`config.mk`:
```
export PLATFORM = sky130hd
export DESIGN_NAME = input_module_16to304_flat
export DESIGN_NICKNAME = d
export VERILOG_FILES = /design/src/rtl/input_module_16to304_if.sv /design/src/rtl/input_module_16to304.sv /design/src/flat_wrapper.sv
export SDC_FILE = /design/constraint.sdc
export NUM_CORES = 1
export LEC_CHECK = 0
export CORE_ASPECT_RATIO = 0.5
export CORE_MARGIN = 5
export CORE_UTILIZATION = 50
export DETAILED_ROUTE_END_ITERATION = 10
export GPL_ROUTABILITY_DRIVEN = 0
export GPL_TIMING_DRIVEN = 1
export MAX_ROUTING_LAYER = met4
export PLACE_DENSITY = 0.76
export SLEW_MARGIN = 20
export SYNTH_ARGS = -nofsm -noshare
export SYNTH_HDL_FRONTEND = slang
export SYNTH_SLANG_ARGS = --single-unit
```
`constraint.sdc`:
```
create_clock -name clk -period 26 [get_ports clk]
set_clock_uncertainty 0.2 [all_clocks]
set_input_delay 5.2 -clock clk [delete_from_list [all_inputs] [get_ports clk]]
set_output_delay 5.2 -clock clk [all_outputs]
set_load 0.05 [all_outputs]
```
`src/rtl/input_module_16to304_if.sv`:
```
// input_module_16to304_if
// Bundles the chunk-side and symbol-side handshake signals of the
// 16-to-304 deserializer.
//   master : the environment (drives chunks in, accepts symbols out)
//   slave  : the deserializer itself
// Signals:
//   valid_in, sof_in, data_in  chunk stream into the block
//   ready_out                  block can take a chunk this cycle
//   data_out, valid_out        assembled symbol and its valid flag
//   ready_in                   consumer takes data_out this cycle
//   frame_err                  one-cycle framing-violation pulse
//   chunk_count                chunks held in the partial frame
interface input_module_16to304_if #(
  parameter int CHUNK_W    = 16,
  parameter int NUM_CHUNKS = 19,
  parameter int CNT_W      = $clog2(NUM_CHUNKS + 1)
);
  logic                          valid_in;
  logic                          sof_in;
  logic [CHUNK_W-1:0]            data_in;
  logic                          ready_out;
  logic [CHUNK_W*NUM_CHUNKS-1:0] data_out;
  logic                          valid_out;
  logic                          ready_in;
  logic                          frame_err;
  logic [CNT_W-1:0]              chunk_count;

  modport master (
    output valid_in, sof_in, data_in, ready_in,
    input  ready_out, data_out, valid_out, frame_err, chunk_count
  );

  modport slave (
    input  valid_in, sof_in, data_in, ready_in,
    output ready_out, data_out, valid_out, frame_err, chunk_count
  );
endinterface

```
`src/rtl/input_module_16to304.sv`:
```
// input_module_16to304
// Receive-side deserializer: gathers NUM_CHUNKS chunks of CHUNK_W bits into
// one symbol word and hands it downstream through a holding register, so the
// next symbol can assemble while the previous one waits for the consumer.
// Ports:
//   clk    rising-edge clock
//   reset  asynchronous, active-high
//   bus    input_module_16to304_if.slave (chunk stream in, symbol stream out)
module input_module_16to304 #(
  parameter int CHUNK_W    = 16,
  parameter int NUM_CHUNKS = 19
) (
  input  logic                    clk,
  input  logic                    reset,
  input_module_16to304_if.slave   bus
);

  localparam int CNT_W  = $clog2(NUM_CHUNKS + 1);
  localparam int WORD_W = CHUNK_W * NUM_CHUNKS;
  localparam logic [CNT_W-1:0] LAST_IDX = CNT_W'(NUM_CHUNKS - 1);
  localparam logic [CNT_W-1:0] FULL_CNT = CNT_W'(NUM_CHUNKS);

  typedef enum logic [1:0] {IDLE, COLLECT, FULL} state_t;

  state_t             state_reg, state_next;
  logic [CNT_W-1:0]   count_reg, count_next;
  logic               frame_err_reg, frame_err_next;
  logic               valid_out_reg;
  logic [WORD_W-1:0]  data_out_reg;

  logic               ready_out;
  logic               accept;
  logic               out_free;
  logic               wr_en;
  logic [CNT_W-1:0]   wr_idx;
  logic               copy;

  logic [CHUNK_W-1:0] asm_reg [NUM_CHUNKS];
  // Assembly as it will look after this edge: lets the completing chunk go
  // straight into data_out on the same edge it is accepted.
  logic [WORD_W-1:0]  asm_word;

  assign ready_out = (state_reg != FULL);
  assign accept    = bus.valid_in && ready_out;
  // Holding register can take a new word if empty or being emptied now.
  assign out_free  = !valid_out_reg || bus.ready_in;

  // Assembly slots. No reset needed: every slot is rewritten before a
  // symbol can be copied out, so stale contents never leak.
  generate
    for (genvar gi = 0; gi < NUM_CHUNKS; gi++) begin : g_slot
      logic slot_we;
      assign slot_we = wr_en && (wr_idx == CNT_W'(gi));

      always_ff @(posedge clk) begin
        if (slot_we) begin
          asm_reg[gi] <= bus.data_in;
        end
      end

      assign asm_word[gi*CHUNK_W +: CHUNK_W] = slot_we ? bus.data_in : asm_reg[gi];
    end
  endgenerate

  always_ff @(posedge clk or posedge reset) begin
    if (reset) begin
      state_reg     <= IDLE;
      count_reg     <= '0;
      frame_err_reg <= 1'b0;
    end else begin
      state_reg     <= state_next;
      count_reg     <= count_next;
      frame_err_reg <= frame_err_next;
    end
  end

  always_comb begin
    state_next     = state_reg;
    count_next     = count_reg;
    frame_err_next = 1'b0;
    wr_en          = 1'b0;
    wr_idx         = '0;
    copy           = 1'b0;

    unique case (state_reg)
      IDLE: begin
        if (accept) begin
          if (bus.sof_in) begin
            wr_en      = 1'b1;
            count_next = CNT_W'(1);
            state_next = COLLECT;
          end else begin
            // Stray chunk with no frame open: drop it.
            frame_err_next = 1'b1;
          end
        end
      end

      COLLECT: begin
        if (accept) begin
          wr_en = 1'b1;
          if (bus.sof_in) begin
            // New frame starts on top of a partial one: restart at slot 0.
            frame_err_next = 1'b1;
            count_next     = CNT_W'(1);
          end else begin
            wr_idx = count_reg;
            if (count_reg == LAST_IDX) begin
              if (out_free) begin
                copy       = 1'b1;
                count_next = '0;
                state_next = IDLE;
              end else begin
                count_next = FULL_CNT;
                state_next = FULL;
              end
            end else begin
              count_next = count_reg + CNT_W'(1);
            end
          end
        end
      end

      FULL: begin
        if (out_free) begin
          copy       = 1'b1;
          count_next = '0;
          state_next = IDLE;
        end
      end

      default: begin
        state_next = IDLE;
        count_next = '0;
      end
    endcase
  end

  // Output holding register.
  always_ff @(posedge clk or posedge reset) begin
    if (reset) begin
      valid_out_reg <= 1'b0;
      data_out_reg  <= '0;
    end else if (copy) begin
      valid_out_reg <= 1'b1;
      data_out_reg  <= asm_word;
    end else if (valid_out_reg && bus.ready_in) begin
      valid_out_reg <= 1'b0;
    end
  end

  assign bus.ready_out   = ready_out;
  assign bus.data_out    = data_out_reg;
  assign bus.valid_out   = valid_out_reg;
  assign bus.frame_err   = frame_err_reg;
  assign bus.chunk_count = count_reg;

endmodule
```
`src/flat_wrapper.sv`:
```
// flat-port wrapper written by rule: the top's interface ports become plain ports
module input_module_16to304_flat 
#(
  parameter int CHUNK_W    = 16,
  parameter int NUM_CHUNKS = 19
)
  (clk, reset, bus_valid_in, bus_sof_in, bus_data_in, bus_ready_in, bus_ready_out, bus_data_out, bus_valid_out, bus_frame_err, bus_chunk_count);
  input_module_16to304_if #(.CHUNK_W(CHUNK_W), .NUM_CHUNKS(NUM_CHUNKS)) bus_i ();
  input  logic clk;
  input  logic reset;
  input wire logic [$bits(bus_i.valid_in)-1:0] bus_valid_in;
  input wire logic [$bits(bus_i.sof_in)-1:0] bus_sof_in;
  input wire logic [$bits(bus_i.data_in)-1:0] bus_data_in;
  input wire logic [$bits(bus_i.ready_in)-1:0] bus_ready_in;
  output wire logic [$bits(bus_i.ready_out)-1:0] bus_ready_out;
  output wire logic [$bits(bus_i.data_out)-1:0] bus_data_out;
  output wire logic [$bits(bus_i.valid_out)-1:0] bus_valid_out;
  output wire logic [$bits(bus_i.frame_err)-1:0] bus_frame_err;
  output wire logic [$bits(bus_i.chunk_count)-1:0] bus_chunk_count;
  assign bus_i.valid_in = bus_valid_in;
  assign bus_i.sof_in = bus_sof_in;
  assign bus_i.data_in = bus_data_in;
  assign bus_i.ready_in = bus_ready_in;
  assign bus_ready_out = bus_i.ready_out;
  assign bus_data_out = bus_i.data_out;
  assign bus_valid_out = bus_i.valid_out;
  assign bus_frame_err = bus_i.frame_err;
  assign bus_chunk_count = bus_i.chunk_count;
  input_module_16to304 #(.CHUNK_W(CHUNK_W), .NUM_CHUNKS(NUM_CHUNKS)) u_core (.clk(clk), .reset(reset), .bus(bus_i));
endmodule
```
# [Word level (Yosys, flattened, before mapping)]
# Memories as Yosys holds them, arrays and structs flattened. A register that Yosys moved wholly into a read port is not among the register bits.
# Cells that the tools add are included.
[word_totals] register_bits=9 ram_bits=304 mem_count=1
[mem_list] name="u_core.asm_reg" words=19 word_bits=16 rd=19 rd_ports_with_merged_regs=19 wr=1 line="input_module_16to304.sv:38" rtl="logic [CHUNK_W-1:0] asm_reg [NUM_CHUNKS];"
[classes] addsub=1 eq_ne=28 n_mux=125 reduce_logical=46
[op_table] operator="16-bit two-way mux" count=18
[op_table] operator="16-bit OR reduction" count=18
[op_table] operator="5-bit two-way mux" count=28
[op_table] operator="1-bit two-way mux" count=67
[op_table] operator="5-bit by 4-bit equality test with 1-bit output, second input constant" count=8
[op_table] operator="1-bit logical AND" count=21
[op_table] operator="5-bit by 3-bit equality test with 1-bit output, second input constant" count=4
[op_table] operator="5-bit equality test, second input constant" count=4
[op_table] operator="5-bit case mux with 3 select lines" count=1
[op_table] operator="2-bit two-way mux" count=7
[op_table] operator="5-bit by 2-bit equality test with 1-bit output, second input constant" count=2
[op_table] operator="2-bit by 1-bit != test with 1-bit output, second input constant" count=4
[op_table] operator="2-bit != test, second input constant" count=3
[op_table] operator="1-bit case mux with 2 select lines" count=3
[op_table] operator="2-bit case mux with 3 select lines" count=1
[op_table] operator="6-bit AND reduction" count=1
[op_table] operator="5-bit by 1-bit adder with 5-bit output, second input constant" count=1
[op_table] operator="5-bit by 1-bit equality test with 1-bit output, second input constant" count=1
[op_table] operator="5-bit logical NOT" count=1
[op_table] operator="4-bit AND reduction" count=1
[op_table] operator="2-bit by 1-bit equality test with 1-bit output, second input constant" count=1
[op_table] operator="2-bit equality test, second input constant" count=1
[op_table] operator="2-bit logical NOT" count=1
[op_table] operator="2-bit nonzero test" count=1
[op_table] operator="2 further kinds" count=2

# [Logic depth before layout (Yosys ltp)]
# Gate-level depths: netlist (run 1).
[depth] word_depth=27 depth_mapped=9

# [Worst setup path before layout (run 1)]
# OpenSTA, ideal clock, no wires.
[synth_path] path_type="input to register" startpoint="in bus_sof_in" endpoint="mem u_core.asm_reg[17][0] (enable)" setup_ps=436 t_arrival_ps=7507 required_ps=25364 path_slack_ps=17857 stages=4 cell_sequence="nor4bb_4 > buf_6 > nand2_1 > nor4b_1"
[synth_via] elab_chain_cells=26 word_cells_on_any_way=136 classes_between="eq/ne: 18; mux: 80; reduce/logical: 38"
[synth_rtl] item="start, declared" line="flat_wrapper.sv:12" rtl="input wire logic [$bits(bus_i.sof_in)-1:0] bus_sof_in;"
[synth_rtl] item="5-bit two-way mux" line="input_module_16to304.sv:102" rtl="if (bus.sof_in) begin"
[synth_rtl] item="5-bit two-way mux" line="input_module_16to304.sv:100" rtl="if (accept) begin"
[synth_rtl] item="5-bit two-way mux" line="input_module_16to304.sv:85" rtl="unique case (state_reg)"
[synth_rtl] item="5-bit by 1-bit equality test with 1-bit output" line="input_module_16to304.sv:53" rtl="assign slot_we = wr_en && (wr_idx == CNT_W'(gi));"
[synth_rtl] item="1-bit logical AND" line="input_module_16to304.sv:53"
[synth_rtl] item="1-bit two-way mux" line="input_module_16to304.sv:56" rtl="if (slot_we) begin"
[synth_rtl] item="1-bit two-way mux (not written as such)" line="input_module_16to304.sv:57" rtl="asm_reg[gi] <= bus.data_in;"
[synth_rtl] item="16-bit OR reduction (no source line)"
[synth_rtl] item="5-bit two-way mux (no source line) or 1-bit two-way mux (tied branches) (18 in series)"
[synth_rtl] item="end, declared" line="input_module_16to304.sv:38"
# Several ways; a longest one is shown, not always the timed one.

# [Worst setup path after layout (run 1)]
[layout_path] startpoint="in bus_sof_in" endpoint="reg u_core.data_out_reg[242], in the netlist bus_data_out[242] (read register of u_core.asm_reg)"
[layout_via] elab_chain_cells=3
[layout_rtl] item="1-bit two-way mux" line="input_module_16to304.sv:102"
[layout_rtl] item="1-bit two-way mux" line="input_module_16to304.sv:100"
[layout_rtl] item="1-bit case mux with 2 select lines" line="input_module_16to304.sv:85"
[layout_rtl] item="end, declared" line="input_module_16to304.sv:29" rtl="logic [WORD_W-1:0] data_out_reg;"
# Every way passes these cells.
# A chain may end at the register's enable or synchronous reset.

==> reports/metrics.cfg, run 1 <==
[placed_design]
dpl.hpwl_um=32560
io_buffers=332
dp_slack_ns=16.95
dp.cells=1975
place_area_sq_um=25530

[timing]
setup_ws_ns=17.49
fmax_mhz=117.5
hold_viol_final=0
rsz0062_at_grt=no
setup_tns_ns=0
final-setup-viol-count=0
slew-limit-headroom=0.2554
period_minus_slack_ns=8.510
tightest_slew_ns=1.117
fin_crit_sh=0.3273
slew_viol_final=0

[clock_tree]
root_buffer=clkbuf_16
cts.repair.resized=0
clock_latency_ns=0.58
path_clk_slew_ns=0.06
cts_hold_buf=0
cts.sinks=617
cts_buffer_depth=3
postCtsSetupBuffers=0
cts_buffers=52
htree_levels=2
cts_tree=done

[global_route]
use_met3=0.03949
grt_pass1_vias=11921
grt_antenna_before_repair=2
use_met2=0.4056
grt_max_degree=178
grt-busiest-layer=met2
grt_pass1_wl_um=78570
overflow=0
grt_use_met1=0.2673
grt.total_usage=0.2265

[synth]
synth_top_flop_cell=dfrtp_1
ys_ff_latch=617
yosysTopAreaCellShare=0.4235
syn_nets=1095
avgSynthCellArea_sq_um=20.17
ys_types=35
synth_cells=1069
synth_area_leaders=edfxtp_1, dfrtp_1, mux2_1
synth_edf_count=304
synth_top_cell_by_area=edfxtp_1
ys_seq_area_frac=0.7868
yosysWarnings=0
synth-async-reset-ratio=0.5073
netlist_area_sq_um=21560

[worst_hold_path]
hold_depth=1
worstHoldStart=u_core.asm_reg[17][11]$_DFFE_PP_
hold_class=reg2reg
hold_end=bus_data_out[283]$_DFFE_PP0P_

[floorplanning]
num_rows=53
core_area_sq_um=42310
die-area_sq_um=47620
initial_utilization=0.5095
dieHeight_um=156.8
ioPinCount=333
fp.dieW_um=303.6

[worst_setup_path]
r2r_start=u_core.state_reg[1]$_DFFE_PP0P_
worstPathRequired_ns=26.24
crit_arrival_ns=8.75
r2r_setup_slack_ns=21.94
crit_type=in2reg
reg2reg_to=bus_data_out[242]$_DFFE_PP0P_
crit_path_start_kind=input port
cp_max_fo=80
ff2ff_path_depth=7
cp-end-kind=flip-flop

[final_layout]
final_core_util=0.6469
final_common_cell=clkdlybuf4s50_1
area_growth_pct=26.95
final_cell_mix=clkdlybuf4s50_1, dfrtp_1, edfxtp_1
diodes=0
nNetsFinal=1479
drive_gt1_frac=0.1530
final_area_sq_um=27370
layout.cells.non_filler=2074

[flow_run]
cap_viol_max_count=0

[routing]
drtPass1Iterations=5
drt.antenna.violating_nets=0
drt_iter0_markers=814
wl_um=53310
viasPerCell=5.328
wl_per_cell_um=25.70
num_vias=11050
drcViolationCount=0

[power]
power_leakage_nw=11.56
power.density_nw_per_um2=70.67
ir_drop_mv=0.04854

[outcome]
outcome=completed

-- cell usage after synthesis (all sizes together) (2+ instances only) --
cell    instances
a211oi          2
a21oi           3
a22o            2
and3            2
buf            41
dfrtp         313
edfxtp        304
ha              5
inv             7
mux2          321
nand2           7
nand2b          6
nand3           2
nand3b          4
nand4           2
nor2           23
nor4b           3
nor4bb          3
o21ai           7
o41ai           3
-- worst max-delay path: stages --
cell             delay (ns)
clkdlybuf4s50_1        0.57
nor4bb_4               0.67
a21oi_4                0.16
nor2_8                 0.70
buf_4                  0.94
mux2_1                 0.40
-- power by group --
group	total [mW]	internal (mW)	leakage (nW)	switching, mW
registers	1.04	1.04	7.11	0.00668
logic	0.0751	0.0193	3.57	0.0558
clock network	0.816	0.468	0.886	0.347
total	1.93	1.52	11.6	0.410
-- per-layer routing --
layer / part of all wire / vias to the layer above / wire (um)
met1: 0.39 / 5965 / 20550
met3: 0.042 / 93 / 2255
met4: 0.031 / 0 / 1678
li1: - / 4709 / -
met2: 0.54 / 283 / 28820
met5: 0 / - / 0
-- worst max path at each step --
stage	end	depth (start not counted)	start
3_3_place_gp	bus_data_out[195]$_DFFE_PP0P_	6	bus_sof_in
3_5_place_dp	bus_data_out[197]$_DFFE_PP0P_	6	bus_sof_in
4_1_cts	bus_data_out[242]$_DFFE_PP0P_	6	bus_sof_in
6_report	bus_data_out[242]$_DFFE_PP0P_	6	bus_sof_in
2_1_floorplan	bus_data_out[0]$_DFFE_PP0P_	1	reset
5_1_grt	bus_data_out[242]$_DFFE_PP0P_	6	bus_sof_in
-- through the flow --
step	hold slack [ns]	total power [mW]
3_5_place_dp	0.2486	1.137
6_report	0.2553	1.934
4_1_cts	0.2597	1.943
3_3_place_gp	0.2420	1.133
5_1_grt	0.2737	1.994
2_1_floorplan	0.2390	1.101
-- cell families (layout without fill, tap and decap cells) --
| logic type | count (synthesis) | in the layout | synth area share |
|---|---|---|---|
| muxes | 322 | 322 | 0.1681 |
| buffers and inverters | 48 | 476 | 0.01979 |
| AOI/OAI and AO/OA | 20 | 20 | 0.006617 |
| and+or+nand+nor | 57 | 57 | 0.01573 |
| adders and majority gates | 5 | 5 | 0.002902 |
| DFF | 617 | 617 | 0.7868 |
-- layout make-up --
class | instances | area [sq um]
repair buffers | 371 | 3661
fillers | 2833 | 14940
clock buffers | 71 | 1474
inverters | 7 | 38.79
clock inverters | 27 | 321.6
multi-input cells | 404 | 4189
flip-flops and latches | 617 | 16960
well taps | 577 | 721.9
No activity file was read; power rests on OpenSTA's default activity.
==> inputs of run 2 (changes only) <==
--- a/config.mk
+++ b/config.mk
@@ -7,7 +7,7 @@
 export LEC_CHECK = 0
 export CORE_ASPECT_RATIO = 0.5
 export CORE_MARGIN = 5
-export CORE_UTILIZATION = 50
+export CORE_UTILIZATION = 48
 export DETAILED_ROUTE_END_ITERATION = 10
 export GPL_ROUTABILITY_DRIVEN = 0
 export GPL_TIMING_DRIVEN = 1
==> constraint.sdc (replaced) <==
create_clock -name clk -period 7.4 [get_ports clk]
set_clock_uncertainty 0.2 [all_clocks]
set_input_delay 1.48 -clock clk [delete_from_list [all_inputs] [get_ports clk]]
set_output_delay 1.48 -clock clk [all_outputs]
set_load 0.05 [all_outputs]
==> run 2 against run 1 <==
Effect of this change: combinational power increased to 3.4 times the previous value; first-iteration DRC count is 5.3% higher; global-route usage fell by 0.97 points; die area grew 4.0%; non-clock buffer count is 1 lower; design area is 0.53% higher; utilization is 2.1 points lower; clock power rose to 3.7 times the previous value; hold slack improved by 0.0056 ns; critical path type unchanged.
==> reports/metrics.cfg, run 2 (synthesis results as in run 1) <==
[outcome]
outcome=completed

[final_layout]
register_area_sq_um=16960  ; unchanged
drive_gt1_frac=0.1569  ; +0.003903
nNetsFinal=1479  ; unchanged
final_cell_mix=clkdlybuf4s50_1, dfrtp_1, edfxtp_1
fill_cells=2914  ; +2.9%
final_common_cell=clkdlybuf4s50_1
multi_input_area_sq_um=4197  ; +0.18%
final_area_sq_um=27510  ; +0.53%
area_growth_pct=27.63

[global_route]
use_met3=0.03468  ; -0.004812
grt_pass1_vias=11846  ; -0.63%
overflow=0  ; unchanged
grt_antenna_before_repair=5  ; +3
grt_use_met1=0.2593  ; -0.008021
grt.total_usage=0.2168  ; -0.009684
grt-busiest-layer=met2
grt_pass1_wl_um=78160  ; -0.52%
grt_max_degree=170  ; -4.5%
use_met2=0.3799  ; -0.02570

[worst_setup_path]
crit_path_start_kind=input port
crit_family=simple AND/OR/NAND/NOR gates
critPathLaunch=bus_sof_in
cp_max_fo=16  ; -80%
crit_arrival_ns=4.18  ; -4.57 ns
path_cells=clkdlybuf4s50_1 > nor4bb_4 > nand2_1 > or3b_2 > nor2_2
path_buf_inv=1  ; -1
ff2ff_path_depth=6  ; -1
endpoint=u_core.asm_reg[5][5]$_DFFE_PP_
r2r_setup_slack_ns=3.94  ; -18.00 ns
reg2reg_to=u_core.asm_reg[5][5]$_DFFE_PP_
cp-end-kind=flip-flop
max_stage_delay_ns=0.71  ; -0.23 ns
r2r_start=u_core.state_reg[1]$_DFFE_PP0P_
crit_type=in2reg
worstPathRequired_ns=7.39  ; -18.85 ns
crit_cells=5  ; -1
slowest_stage=nor2_2

[timing]
setup_ws_ns=3.216  ; -14.27 ns
slew_viol_final=0  ; unchanged
slew-limit-headroom=0.3179  ; +0.06249
hold_viol_final=0  ; unchanged
tightest_slew_ns=1.022  ; -0.09483 ns
final-setup-viol-count=0  ; unchanged
rsz0062_at_grt=no
setup_tns_ns=0  ; unchanged
fmax_mhz=239.0
holdWs_ns=0.2609  ; +0.005570 ns
period_minus_slack_ns=4.184
fin_crit_sh=0.5654

[clock_tree]
path_clk_slew_ns=0.06  ; about the same
cts_buffer_depth=3  ; unchanged
cts.repair.resized=0  ; unchanged
htree_levels=2  ; unchanged
root_buffer=clkbuf_16
cts_buffers=53  ; +1.9%
cts_hold_buf=0  ; unchanged
cts_tree=done
postCtsSetupBuffers=0  ; unchanged
cts.sinks=617  ; unchanged
clock_latency_ns=0.57  ; about the same

[placed_design]
place_area_sq_um=25560  ; +0.11%
io_buffers=332  ; unchanged
dp_slack_ns=2.681  ; -14.27 ns
dpl.hpwl_um=32530  ; about the same

[routing]
wl_per_cell_um=25.08  ; -2.4%
drt_iter0_markers=857  ; +5.3%
drt.antenna.violating_nets=0  ; unchanged
num_vias=10956  ; -0.85%
viasPerCell=5.250  ; -1.5%
drcViolationCount=0  ; unchanged
drtPass1Iterations=4  ; -1
wl_um=52340  ; -1.8%

[power]
power.density_nw_per_um2=253.5  ; +260%
power_leakage_nw=11.61  ; +0.37%
ir_drop_mv=0.2207  ; +350%

[floorplanning]
fp.dieW_um=309.7  ; +2.0%
core_area_sq_um=43980  ; +4.0%
initial_utilization=0.4901  ; -0.01942
dieHeight_um=159.9  ; +1.9%
die-area_sq_um=49510  ; +4.0%
num_rows=54  ; +1.9%
ioPinCount=333  ; unchanged

[worst_hold_path]
hold_class=reg2reg
hold_depth=1  ; unchanged

[flow_run]
cap_viol_max_count=0  ; unchanged

==> run 2: report_power, final <==
group	internal, mW	switching, mW
clock	1.83	1.22
sequential	3.64	0.0229
combinational	0.0667	0.191
==> run 2: cell type report <==
cell class,count,area share
Multi-Input combinational cell,404,0.1525
Inverter,7,0.001091
Sequential cell,617,0.6165
Tap cell,588,0.02674
Clock inverter,26,0.01505
Timing Repair Buffer,370,0.1325
Clock buffer,74,0.05553
Antenna cell,1,0.00009095
==> run 2: worst min-delay path by stage <==
stage | slack [ns] | end | start
final | 0.26 | bus_data_out[263]$_DFFE_PP0P_ | u_core.asm_reg[16][7]$_DFFE_PP_
after global routing | 0.27 | bus_data_out[110]$_DFFE_PP0P_ | u_core.asm_reg[6][14]$_DFFE_PP_
after CTS | 0.26 | bus_data_out[4]$_DFFE_PP0P_ | u_core.asm_reg[0][4]$_DFFE_PP_
after detailed placement | 0.25 | bus_data_out[279]$_DFFE_PP0P_ | u_core.asm_reg[17][7]$_DFFE_PP_
after global placement | 0.24 | bus_data_out[0]$_DFFE_PP0P_ | u_core.asm_reg[0][0]$_DFFE_PP_
after floorplan | 0.24 | bus_data_out[0]$_DFFE_PP0P_ | u_core.asm_reg[0][0]$_DFFE_PP_
==> run 2: per-stage QoR <==
stage	std cells	utilization	power [mW]
final	2087	0.6255	6.975
after global routing	2087	0.6255	7.188
after CTS	2086	0.6253	7.008
after detailed placement	1986	0.5812	3.990
after global placement	1986	0.5812	3.977
after floorplan	1069	-	3.868
==> run 2: routing by layer <==
metal,share of wire,vias up
li1,-,4729
met1,0.38,5877
met2,0.54,258
met3,0.044,92
met4,0.036,0
met5,0,-
==> run 2: worst register-to-register path: cells and delay by family (launching register included) <==
kind,cells,cell delay (ns)
adders and majority gates,1,0.32
DFF,1,0.40
buffers and inverters,1,0.10
and+or+nand+nor,4,2.06
